[src/rtl/click_decoder_pkg.sv]
// Shared definitions for the click decoder: FSM state encoding and
// default timing parameters.
package click_decoder_pkg;

  localparam int CNT_W = 16;

  localparam logic [CNT_W-1:0] DEF_LONG_CYCLES = 16'd1000;
  localparam logic [CNT_W-1:0] DEF_GAP_CYCLES  = 16'd300;

  typedef enum logic [2:0] {
    IDLE      = 3'd0,
    HELD      = 3'd1,
    LONG_HELD = 3'd2,
    WAIT2     = 3'd3,
    HELD2     = 3'd4
  } state_t;

endpackage

[src/rtl/sat_counter.sv]
// Saturating sample counter with clear, load-one and increment controls.
// The terminal flag looks one sample ahead: it is high when the next
// increment would land exactly on the selected terminal value, so the
// FSM can fire its pulse on that same edge.
module sat_counter
  import click_decoder_pkg::*;
#(
  parameter logic [CNT_W-1:0] TERM_A = DEF_LONG_CYCLES,
  parameter logic [CNT_W-1:0] TERM_B = DEF_GAP_CYCLES
) (
  input  logic clk,
  input  logic r,
  input  logic clr,
  input  logic start,
  input  logic inc,
  input  logic sel_b,
  output logic hit
);

  logic [CNT_W-1:0] cnt;
  logic [CNT_W-1:0] term;

  // Count register: clear wins over load-one, which wins over increment;
  // the increment holds at all-ones so the count never wraps.
  always_ff @(posedge clk) begin
    if (!r) begin
      cnt <= '0;
    end else if (clr) begin
      cnt <= '0;
    end else if (start) begin
      cnt <= {{(CNT_W-1){1'b0}}, 1'b1};
    end else if (inc && (cnt != {CNT_W{1'b1}})) begin
      cnt <= cnt + 1'b1;
    end
  end

  // Terminal selection and look-ahead compare.
  always_comb begin
    term = sel_b ? TERM_B : TERM_A;
    hit  = ((cnt + 1'b1) == term);
  end

endmodule

[src/rtl/click_decoder.sv]
// Button click decoder: classifies debounced presses into short press,
// long press and double click, plus a pulse for every accepted press start.
// All outputs are registered single-cycle pulses; state is exposed for
// observation.
module click_decoder
  import click_decoder_pkg::*;
#(
  parameter logic [CNT_W-1:0] LONG_CYCLES = DEF_LONG_CYCLES,
  parameter logic [CNT_W-1:0] GAP_CYCLES  = DEF_GAP_CYCLES
) (
  input  logic   clk,
  input  logic   r,
  input  logic   clicked,
  output logic   press_pulse,
  output logic   short_press,
  output logic   long_press,
  output logic   double_click,
  output state_t state
);

  state_t state_d;
  logic   press_d, short_d, long_d, double_d;
  logic   cnt_clr, cnt_start, cnt_inc, sel_gap, cnt_hit;

  // One shared counter: held-time against LONG_CYCLES, gap time against
  // GAP_CYCLES.
  sat_counter #(
    .TERM_A (LONG_CYCLES),
    .TERM_B (GAP_CYCLES)
  ) u_cnt (
    .clk   (clk),
    .r     (r),
    .clr   (cnt_clr),
    .start (cnt_start),
    .inc   (cnt_inc),
    .sel_b (sel_gap),
    .hit   (cnt_hit)
  );

  // Next-state, counter control and pulse decode.
  always_comb begin
    state_d   = state;
    press_d   = 1'b0;
    short_d   = 1'b0;
    long_d    = 1'b0;
    double_d  = 1'b0;
    cnt_clr   = 1'b0;
    cnt_start = 1'b0;
    cnt_inc   = 1'b0;
    sel_gap   = 1'b0;
    case (state)
      IDLE: begin
        if (clicked) begin
          state_d   = HELD;
          cnt_start = 1'b1;
          press_d   = 1'b1;
        end
      end
      HELD: begin
        if (clicked) begin
          cnt_inc = 1'b1;
          if (cnt_hit) begin
            long_d  = 1'b1;
            state_d = LONG_HELD;
          end
        end else begin
          state_d   = WAIT2;
          cnt_start = 1'b1;
        end
      end
      LONG_HELD: begin
        if (!clicked) begin
          state_d = IDLE;
          cnt_clr = 1'b1;
        end
      end
      WAIT2: begin
        sel_gap = 1'b1;
        if (clicked) begin
          double_d = 1'b1;
          press_d  = 1'b1;
          state_d  = HELD2;
          cnt_clr  = 1'b1;
        end else begin
          cnt_inc = 1'b1;
          if (cnt_hit) begin
            short_d = 1'b1;
            state_d = IDLE;
            cnt_clr = 1'b1;
          end
        end
      end
      HELD2: begin
        if (!clicked) begin
          state_d = IDLE;
          cnt_clr = 1'b1;
        end
      end
      default: begin
        state_d = IDLE;
        cnt_clr = 1'b1;
      end
    endcase
  end

  // State and output pulse registers; reset discards any pending event.
  always_ff @(posedge clk) begin
    if (!r) begin
      state        <= IDLE;
      press_pulse  <= 1'b0;
      short_press  <= 1'b0;
      long_press   <= 1'b0;
      double_click <= 1'b0;
    end else begin
      state        <= state_d;
      press_pulse  <= press_d;
      short_press  <= short_d;
      long_press   <= long_d;
      double_click <= double_d;
    end
  end

endmodule

[config.mk]
export PLATFORM = sky130hd
export DESIGN_NAME = click_decoder
export DESIGN_NICKNAME = d
export VERILOG_FILES = /design/src/rtl/click_decoder_pkg.sv /design/src/rtl/sat_counter.sv /design/src/rtl/click_decoder.sv
export SDC_FILE = /design/constraint.sdc
export NUM_CORES = 1
export LEC_CHECK = 0
export ABC_AREA = 0
export BUFFER_PORTS_ARGS = -buffer_cell sky130_fd_sc_hd__buf_2
export CAP_MARGIN = 40
export CORE_ASPECT_RATIO = 0.6
export CORE_MARGIN = 4
export CORE_UTILIZATION = 45
export CTS_CLUSTER_SIZE = 10
export DETAILED_ROUTE_END_ITERATION = 16
export SYNTH_ARGS = -nofsm -noshare
export SYNTH_HDL_FRONTEND = slang
export SYNTH_SLANG_ARGS = --single-unit
[constraint.sdc]
create_clock -name clk -period 3.09 [get_ports clk]
set_clock_uncertainty 0.2 [all_clocks]
set_input_delay 0.1545 -clock clk [delete_from_list [all_inputs] [get_ports clk]]
set_output_delay 0.1545 -clock clk [all_outputs]
set_load 0.1 [all_outputs]
==> results of run 1 <==
worst min path at each step:
stage / slack, ns / cells after the start / start / to
6_report: 0.06 / 3 / clicked / double_click
5_1_grt: 0.08 / 3 / clicked / double_click
4_1_cts: 0.05 / 3 / clicked / double_click
3_5_place_dp: 0.23 / 3 / r / u_cnt.cnt[0]
3_3_place_gp: 0.25 / 3 / r / u_cnt.cnt[0]
2_1_floorplan: 0.07 / 2 / r / u_cnt.cnt[0]
worst register-to-register path, stage by stage, from the launching register on:
cell,delay (ns)
dfxtp_1,0.49
ha_1,0.31
and3_4,0.27
nand4_4,0.12
mux2i_1,0.19
nor4_4,0.37
a211oi_2,0.13
o21ai_2,0.14
buf_4,0.21
nor2_1,0.07
metrics by stage:
stage	total power [mW]	cells	instance area (um^2)	hold WS (ns)	setup WS (ns)
6_report	0.5644	222	1549	0.05631	0.4882
5_1_grt	0.5946	222	1549	0.07666	0.3325
4_1_cts	0.5733	222	1549	0.05177	0.4995
3_5_place_dp	0.3839	217	1493	0.2344	0.5144
3_3_place_gp	0.3834	217	1493	0.2506	0.5974
2_1_floorplan	0.3712	179	1481	0.07067	0.2418
state kept, by name (all words and copies together), names as in the netlist:
name,flops
double_click,1
short_press,1
state,3
press_pulse,1
u_cnt.cnt,16
long_press,1
power groups by stage:
stage,clock (mW),sequential [mW],combinational (mW)
floorplan,0,0.332,0.0389
global placement,0,0.316,0.0677
detailed placement,0,0.317,0.0673
CTS,0.195,0.309,0.0687
global route,0.210,0.311,0.0738
finish,0.186,0.310,0.0687
repair_timing:
item                                   CTS  global route
hold buffers                             1             0
endpoints found under the hold margin    4             0
buffers inserted                         0             0
cell usage in the layout, fill, tap and decap left out, types with 5 or more instances in the layout:
cell,count
buf_2,9
nand2_1,16
nand4_1,6
nand3_1,7
xor2_1,14
xnor2_1,9
dfxtp_1,23
a21oi_1,6
nor2_1,25
inv_1,5
cell type report:
cell class                      count  area share, %
Clock buffer                        3          2.666
Tap cell                           42          3.393
Timing Repair Buffer               12          4.523
Sequential cell                    23          29.73
Clock inverter                      1         0.3231
Multi-Input combinational cell    136          58.16
Inverter                            5          1.212
per-layer routing:
metal | part of all wire (%) | GRT usage, %
met1 | 56 | 24.33
met2 | 36 | 18.36
met3 | 6.6 | 5.155
met4 | 0.80 | 4.696
met5 | 0 | 0
cells by family (layout without fill, tap and decap cells):
| family | after synthesis | in the layout |
|---|---|---|
| DFF | 23 | 23 |
| buffers and inverters | 20 | 21 |
| xor gates and xnor gates | 23 | 23 |
| AOI/OAI and AO/OA | 28 | 28 |
| muxes | 2 | 2 |
| and+or+nand+nor | 81 | 81 |
| adders and majority gates | 2 | 2 |
==> flow_metrics.env, run 1 <==
export IMPL_run_status="finished, final reports clean"
export IMPL_synth_avg_cell_area_um2=8.276
export IMPL_cts_max_level=1
export IMPL_critical_path_startpoint="u_cnt.cnt[0]"
export IMPL_pwr_share_clk_pct=32.9
export IMPL_global_route_wire_length_before_repair_um=4947
export IMPL_synth_cell_area_mm2=0.001481
export IMPL_detail_route_wl_per_cell_um=13.57
export IMPL_seq_area_frac_synth_pct=31.08
export IMPL_antenna_diode_count=0
export IMPL_synth_compound_area_share_pct=13.60
export IMPL_routed_via_density=5.550
export IMPL_worst_ep_arrival_time_ns=2.56
export IMPL_first_global_vias=996
export IMPL_power_share_switching_pct=27.17
export IMPL_setup_worst_path_start_class="flop"
export IMPL_timing_final_max_slew_violations=0
export IMPL_drc=0
export IMPL_yosys_warnings=0
export IMPL_min_path_type="in -> reg"
export IMPL_period_share_pct=84.20
export IMPL_synth_common_cells="nor2_1 (25), dfxtp_1 (23), nand2_1 (16), xor2_1 (14), xnor2_1 (9)"
export IMPL_cell_variety_after_synth=46
export IMPL_synth_top_cell_area_share_pct=31.08
export IMPL_io_pin_count=10
export IMPL_critPathCaptureType="flop"
export IMPL_drt_pass1_iterations=4
export IMPL_die_h_um=52.45
export IMPL_p_sw_uw=153.3
export IMPL_cts_tree="yes"
export IMPL_cp_num_cells=9
export IMPL_synth_fa_ha_area_share_pct=1.689
export IMPL_asyncSetResetFlopFracSynth_pct=0
export IMPL_synth_ff_latch_count=23
export IMPL_globalRoute_totalOverflow=0
export IMPL_synth_top_area_cell="dfxtp_1"
export IMPL_detailroute_via_count=1232
export IMPL_synthCells=179
export IMPL_grt_setup_unrepaired="no"
export IMPL_rows=15
export IMPL_tns_ns=0
export IMPL_cp_max_fo=15
export IMPL_clockRootBuffer="clkbuf_8"
export IMPL_fp_dieArea_mm2=0.004304
export IMPL_crit_path_end="u_cnt.cnt[12]"
export IMPL_fillerInstances=297
export IMPL_combinational_family_with_the_most_area_after_synthesis="simple AND/OR/NAND/NOR gates"
export IMPL_timing_critical_path_cells="ha_1 -> and3_4 -> nand4_4 -> mux2i_1 -> nor4_4 -> a211oi_2 -> o21ai_2 -> buf_4 -> nor2_1"
export IMPL_worstRegToRegCells=9
export IMPL_period_minus_slack_ns=2.602
export IMPL_leading_register_cell_type_out_of_synthesis="dfxtp_1"
export IMPL_report_final_setup_viol=0
export IMPL_share_seq_of_total_power_pct=54.9
export IMPL_synth_area_in_xor_xnor_pct=13.60
export IMPL_worst_slew_pin_slew_ns=0.4887
export IMPL_synthMostInstantiatedCell="nor2_1"
export IMPL_r2r_end="u_cnt.cnt[12]"
export IMPL_clk_pin_slew_ns=0.08
export IMPL_final_util_pct=51.58
export IMPL_cts_bufs_inserted=3
export IMPL_synthesis_nets=184
export IMPL_synth_area_mux_share_pct=1.351
export IMPL_clock_insertion_delay_worst_skew_ns=0.27
export IMPL_ff2ff_setup_slack_ns=0.49
export IMPL_report_final_hold_viol_count=0
export IMPL_p_per_area_mw_per_mm2=364.3
export IMPL_timing_critical_path_slowest_cell_delay_ns=0.49
export IMPL_vdd_ir_drop_worst_mv=0.1840
export IMPL_critical_path_top_delay_family="simple AND/OR/NAND/NOR gates"
export IMPL_fmax_mhz=384.4
export IMPL_total_global_routing_track_utilization_pct=15.38
export IMPL_static_leakage_power_nw=0.5535
export IMPL_total_number_of_clock_tree_sinks=23
export IMPL_p_comb_share_pct=12.2
export IMPL_drv_cap=0
export IMPL_cellInternalPower_uw=411.0
export IMPL_die_w_um=82.07
export IMPL_routabilityCongestion=0.8203
export IMPL_multiInputGateArea_um2=900.9
export IMPL_layout_cells_sized_above_1_pct=13.89
export IMPL_dp_hpwl_um=2247
export IMPL_totalWireLength_um=3013
export IMPL_fp_coreArea_mm2=0.003003
export IMPL_ff_latch_area_um2=460.4
export IMPL_placement_io_buffers=9
export IMPL_slew_limit_headroom_pct=67.65
export IMPL_crit_path_top_delay_cell="dfxtp_1"
export IMPL_start_util_pct=49.33
export IMPL_worst_endpoint_required_ns=3.05
export IMPL_area_overhead_vs_synth_pct=4.561
export IMPL_crit_type="reg -> reg"
export IMPL_critPathBufInv=1
export IMPL_synth_area_in_simple_gates_pct=30.57
export IMPL_detailedRoute_firstIterationViolations=92
export IMPL_worst_reg2reg_startpoint="u_cnt.cnt[0]"
export IMPL_cts_resized_gates=0
export IMPL_grt_max_degree=16
export IMPL_antenna_found_initial=0
export IMPL_route_antenna_remaining_nets=0
export IMPL_synth_enable_flop_cells=0
export IMPL_design_final_nets=186
export IMPL_post_synth_main_area_contributors="dfxtp_1 (31%), xor2_1 (8.3%), nor2_1 (6.3%)"
export IMPL_cts_buffer_depth=2
Note: power is estimated with default switching activity, not from simulation.
==> inputs of run 2 (changes only) <==
ABC_AREA = 1   (was 0)
clock period = 2.5 ns   (was 3.09 ns; I/O delays follow)
==> run 2 against run 1 <==
Worst hold slack gained 0.29 ns. Global-route usage grew 1.7 points. Sequential power grew 28%. Largest power group unchanged. Sequential cell count is the same. Sequential share of layout area shrank 2.3 points. Via count grew 21%.
==> flow_metrics.env, run 2 <==
export IMPL_critPathCaptureType="flop"
export IMPL_die_h_um=53.06
export IMPL_layout_cells_most_common_list="nand2_1 (75), inv_1 (43), nor2_1 (30), dfxtp_1 (21), nor2_2 (16)"
export IMPL_globalRoute_totalOverflow=0
export IMPL_io_pin_count=10
export IMPL_tns_ns=0
export IMPL_min_path_type="reg -> reg"
export IMPL_drv_cap=0
export IMPL_detailroute_via_count=1489
export IMPL_antenna_diode_count=0
export IMPL_antenna_found_initial=0
export IMPL_die_w_um=83.10
export IMPL_first_global_vias=1179
export IMPL_p_per_area_mw_per_mm2=510.4
export IMPL_asyncSetResetFlopFracSynth_pct=0
export IMPL_regMostFlops="u_cnt.cnt"
export IMPL_synth_top_cell_area_share_pct=30.24
export IMPL_reg_top3="u_cnt.cnt x16, state x3"
export IMPL_clk_pin_slew_ns=0.08
export IMPL_report_final_setup_viol=0
export IMPL_worstRegToRegCells=14
export IMPL_global_route_wire_length_before_repair_um=5789
export IMPL_period_minus_slack_ns=2.276
export IMPL_route_antenna_remaining_nets=0
export IMPL_synthMostInstantiatedCell="nand2_1"
export IMPL_routed_via_density=4.788
export IMPL_cellInternalPower_uw=545.2
export IMPL_post_synth_main_area_contributors="dfxtp_1 (30%), nand2_1 (18%), inv_1 (11%)"
export IMPL_layout_cells_sized_above_1_pct=15.04
export IMPL_report_final_hold_viol_count=0
export IMPL_crit_path_top_delay_cell="dfxtp_1"
export IMPL_synth_common_cells="nand2_1 (75), inv_1 (43), nor2_1 (31), dfxtp_1 (23)"
export IMPL_worstHoldEndpoint="state[1]"
export IMPL_slew_limit_headroom_pct=67.85
export IMPL_cts_buffer_depth=2
export IMPL_synth_top_area_cell="dfxtp_1"
export IMPL_routabilityCongestion=0.8826
export IMPL_area_overhead_vs_synth_pct=11.01
export IMPL_placement_io_buffers=9
export IMPL_critical_path_top_delay_family="simple AND/OR/NAND/NOR gates"
export IMPL_final_util_pct=52.12
export IMPL_cts_max_level=1
export IMPL_p_sw_uw=317.6
export IMPL_largest_register_ffs=16
export IMPL_start_util_pct=46.95
export IMPL_synth_enable_flop_cells=0
export IMPL_layout_commonest_cell="nand2_1"
export IMPL_synth_avg_cell_area_um2=6.043
export IMPL_worst_endpoint_required_ns=2.46
export IMPL_ff_latch_area_um2=462.9
export IMPL_setup_worst_path_start_class="flop"
export IMPL_grt_max_degree=18
export IMPL_share_seq_of_total_power_pct=46.2
export IMPL_cell_variety_after_synth=24
export IMPL_drc=0
export IMPL_synthesis_nets=257
export IMPL_synth_ff_latch_count=23
export IMPL_worst_reg2reg_startpoint="u_cnt.cnt[1]"
export IMPL_total_number_of_clock_tree_sinks=23
export IMPL_multiInputGateArea_um2=888.4
export IMPL_clockRootBuffer="clkbuf_8"
export IMPL_dp_hpwl_um=2729
export IMPL_cp_max_fo=8
export IMPL_seq_area_frac_synth_pct=30.24
export IMPL_worst_ep_arrival_time_ns=2.24
export IMPL_pwr_share_clk_pct=27.1
export IMPL_design_final_nets=272
export IMPL_min_delay_path_depth=2
export IMPL_static_leakage_power_nw=0.6627
export IMPL_synth_cell_area_mm2=0.001523
export IMPL_synthCells=252
export IMPL_hold_ws_ns=0.3490
export IMPL_timing_final_max_slew_violations=0
export IMPL_ff2ff_setup_slack_ns=0.22
export IMPL_fillerInstances=354
export IMPL_detailedRoute_firstIterationViolations=114
export IMPL_fmax_mhz=439.4
export IMPL_r2r_end="u_cnt.cnt[11]"
export IMPL_fp_coreArea_mm2=0.003243
export IMPL_detail_route_wl_per_cell_um=11.64
export IMPL_worst_slew_pin_slew_ns=0.4855
export IMPL_cts_tree="yes"
export IMPL_power_share_switching_pct=36.81
export IMPL_cts_bufs_inserted=3
export IMPL_critPathBufInv=0
export IMPL_min_delay_start="state[1]"
export IMPL_timing_critical_path_slowest_cell_delay_ns=0.41
export IMPL_timing_critical_path_cells="ha_1 -> nand3_1 -> nor2_2 -> nand3_1 -> nand2_1 -> nand2_1 -> nor2_1 -> nand2_1 -> nor2_1 -> nand2_2 -> nand2_2 -> nand2_2 -> nand3_4 -> nor2_1"
export IMPL_grt_setup_unrepaired="no"
export IMPL_rows=16
export IMPL_total_global_routing_track_utilization_pct=17.06
export IMPL_leading_register_cell_type_out_of_synthesis="dfxtp_1"
export IMPL_clock_insertion_delay_worst_skew_ns=0.27
export IMPL_vdd_ir_drop_worst_mv=0.3736
export IMPL_yosys_warnings=0
export IMPL_fp_dieArea_mm2=0.004409
export IMPL_crit_type="reg -> reg"
export IMPL_drt_pass1_iterations=4
export IMPL_run_status="finished, final reports clean"
export IMPL_totalWireLength_um=3620
export IMPL_period_share_pct=91.03
export IMPL_p_comb_share_pct=26.8
run 2: worst min-delay path: stages (launching register included):
cell and delay (ns):
dfxtp_2 0.35, a21oi_1 0.12, nor2_1 0.05
run 2: logic make-up after synthesis:
family          Yosys count  share of synthesized area (%)
flops                    23                          30.24
buf+inv                  47                          12.74
simple gates            151                          44.54
compound gates           26                          9.121
xor+xnor                  3                          1.726
fa+ha+maj                 2                          1.643
run 2: worst max path at each step:
| stage | startpoint | end | cells past startpoint |
|---|---|---|---|
| 5_1_grt | u_cnt.cnt[0] | u_cnt.cnt[13] | 14 |
| 3_3_place_gp | u_cnt.cnt[1] | u_cnt.cnt[9] | 14 |
| 2_1_floorplan | state[2] | u_cnt.cnt[15] | 12 |
| 4_1_cts | u_cnt.cnt[1] | u_cnt.cnt[12] | 14 |
| 3_5_place_dp | u_cnt.cnt[0] | u_cnt.cnt[12] | 14 |
| 6_report | u_cnt.cnt[1] | u_cnt.cnt[11] | 14 |
run 2: area by class of cell:
type / instances / share of cell area [%]
well taps: 45 / 3.331
clock buffers: 4 / 2.665
flip-flops and latches: 23 / 27.39
repair buffers: 12 / 4.293
inverters: 44 / 9.771
multi-input cells: 183 / 52.55
run 2: per-layer routing:
| layer | wire, um | global-route usage, % |
|---|---|---|
| met1 | 2161 | 27.19 |
| met5 | 0 | 0 |
| met4 | 10 | 3.261 |
| met3 | 185 | 3.733 |
| met2 | 1263 | 22.34 |
run 2: timing repair:
item,CTS,global route
endpoints found under the setup margin,0,16
setup buffers,0,0
hold endpoints to repair,7,0
hold buffers,2,0
gates resized for setup,0,2
run 2: through the flow:
stage	cells	total power, mW	worst slack [ns]	area, um^2
floorplan	252	0.5897	0.09110	1525
global placement	304	0.6236	0.2195	1605
global route	311	0.9172	0.01999	1690
CTS	310	0.8624	0.1247	1670
detailed placement	304	0.6212	0.1595	1605
finish	311	0.8628	0.2243	1690
run 2: power groups by stage:
stage / clock [mW] / combinational, mW / sequential (mW)
after floorplan: 0 / 0.119 / 0.470
after global placement: 0 / 0.218 / 0.406
after detailed placement: 0 / 0.214 / 0.407
after CTS: 0.247 / 0.218 / 0.398
after global routing: 0.261 / 0.254 / 0.402
final: 0.234 / 0.231 / 0.398
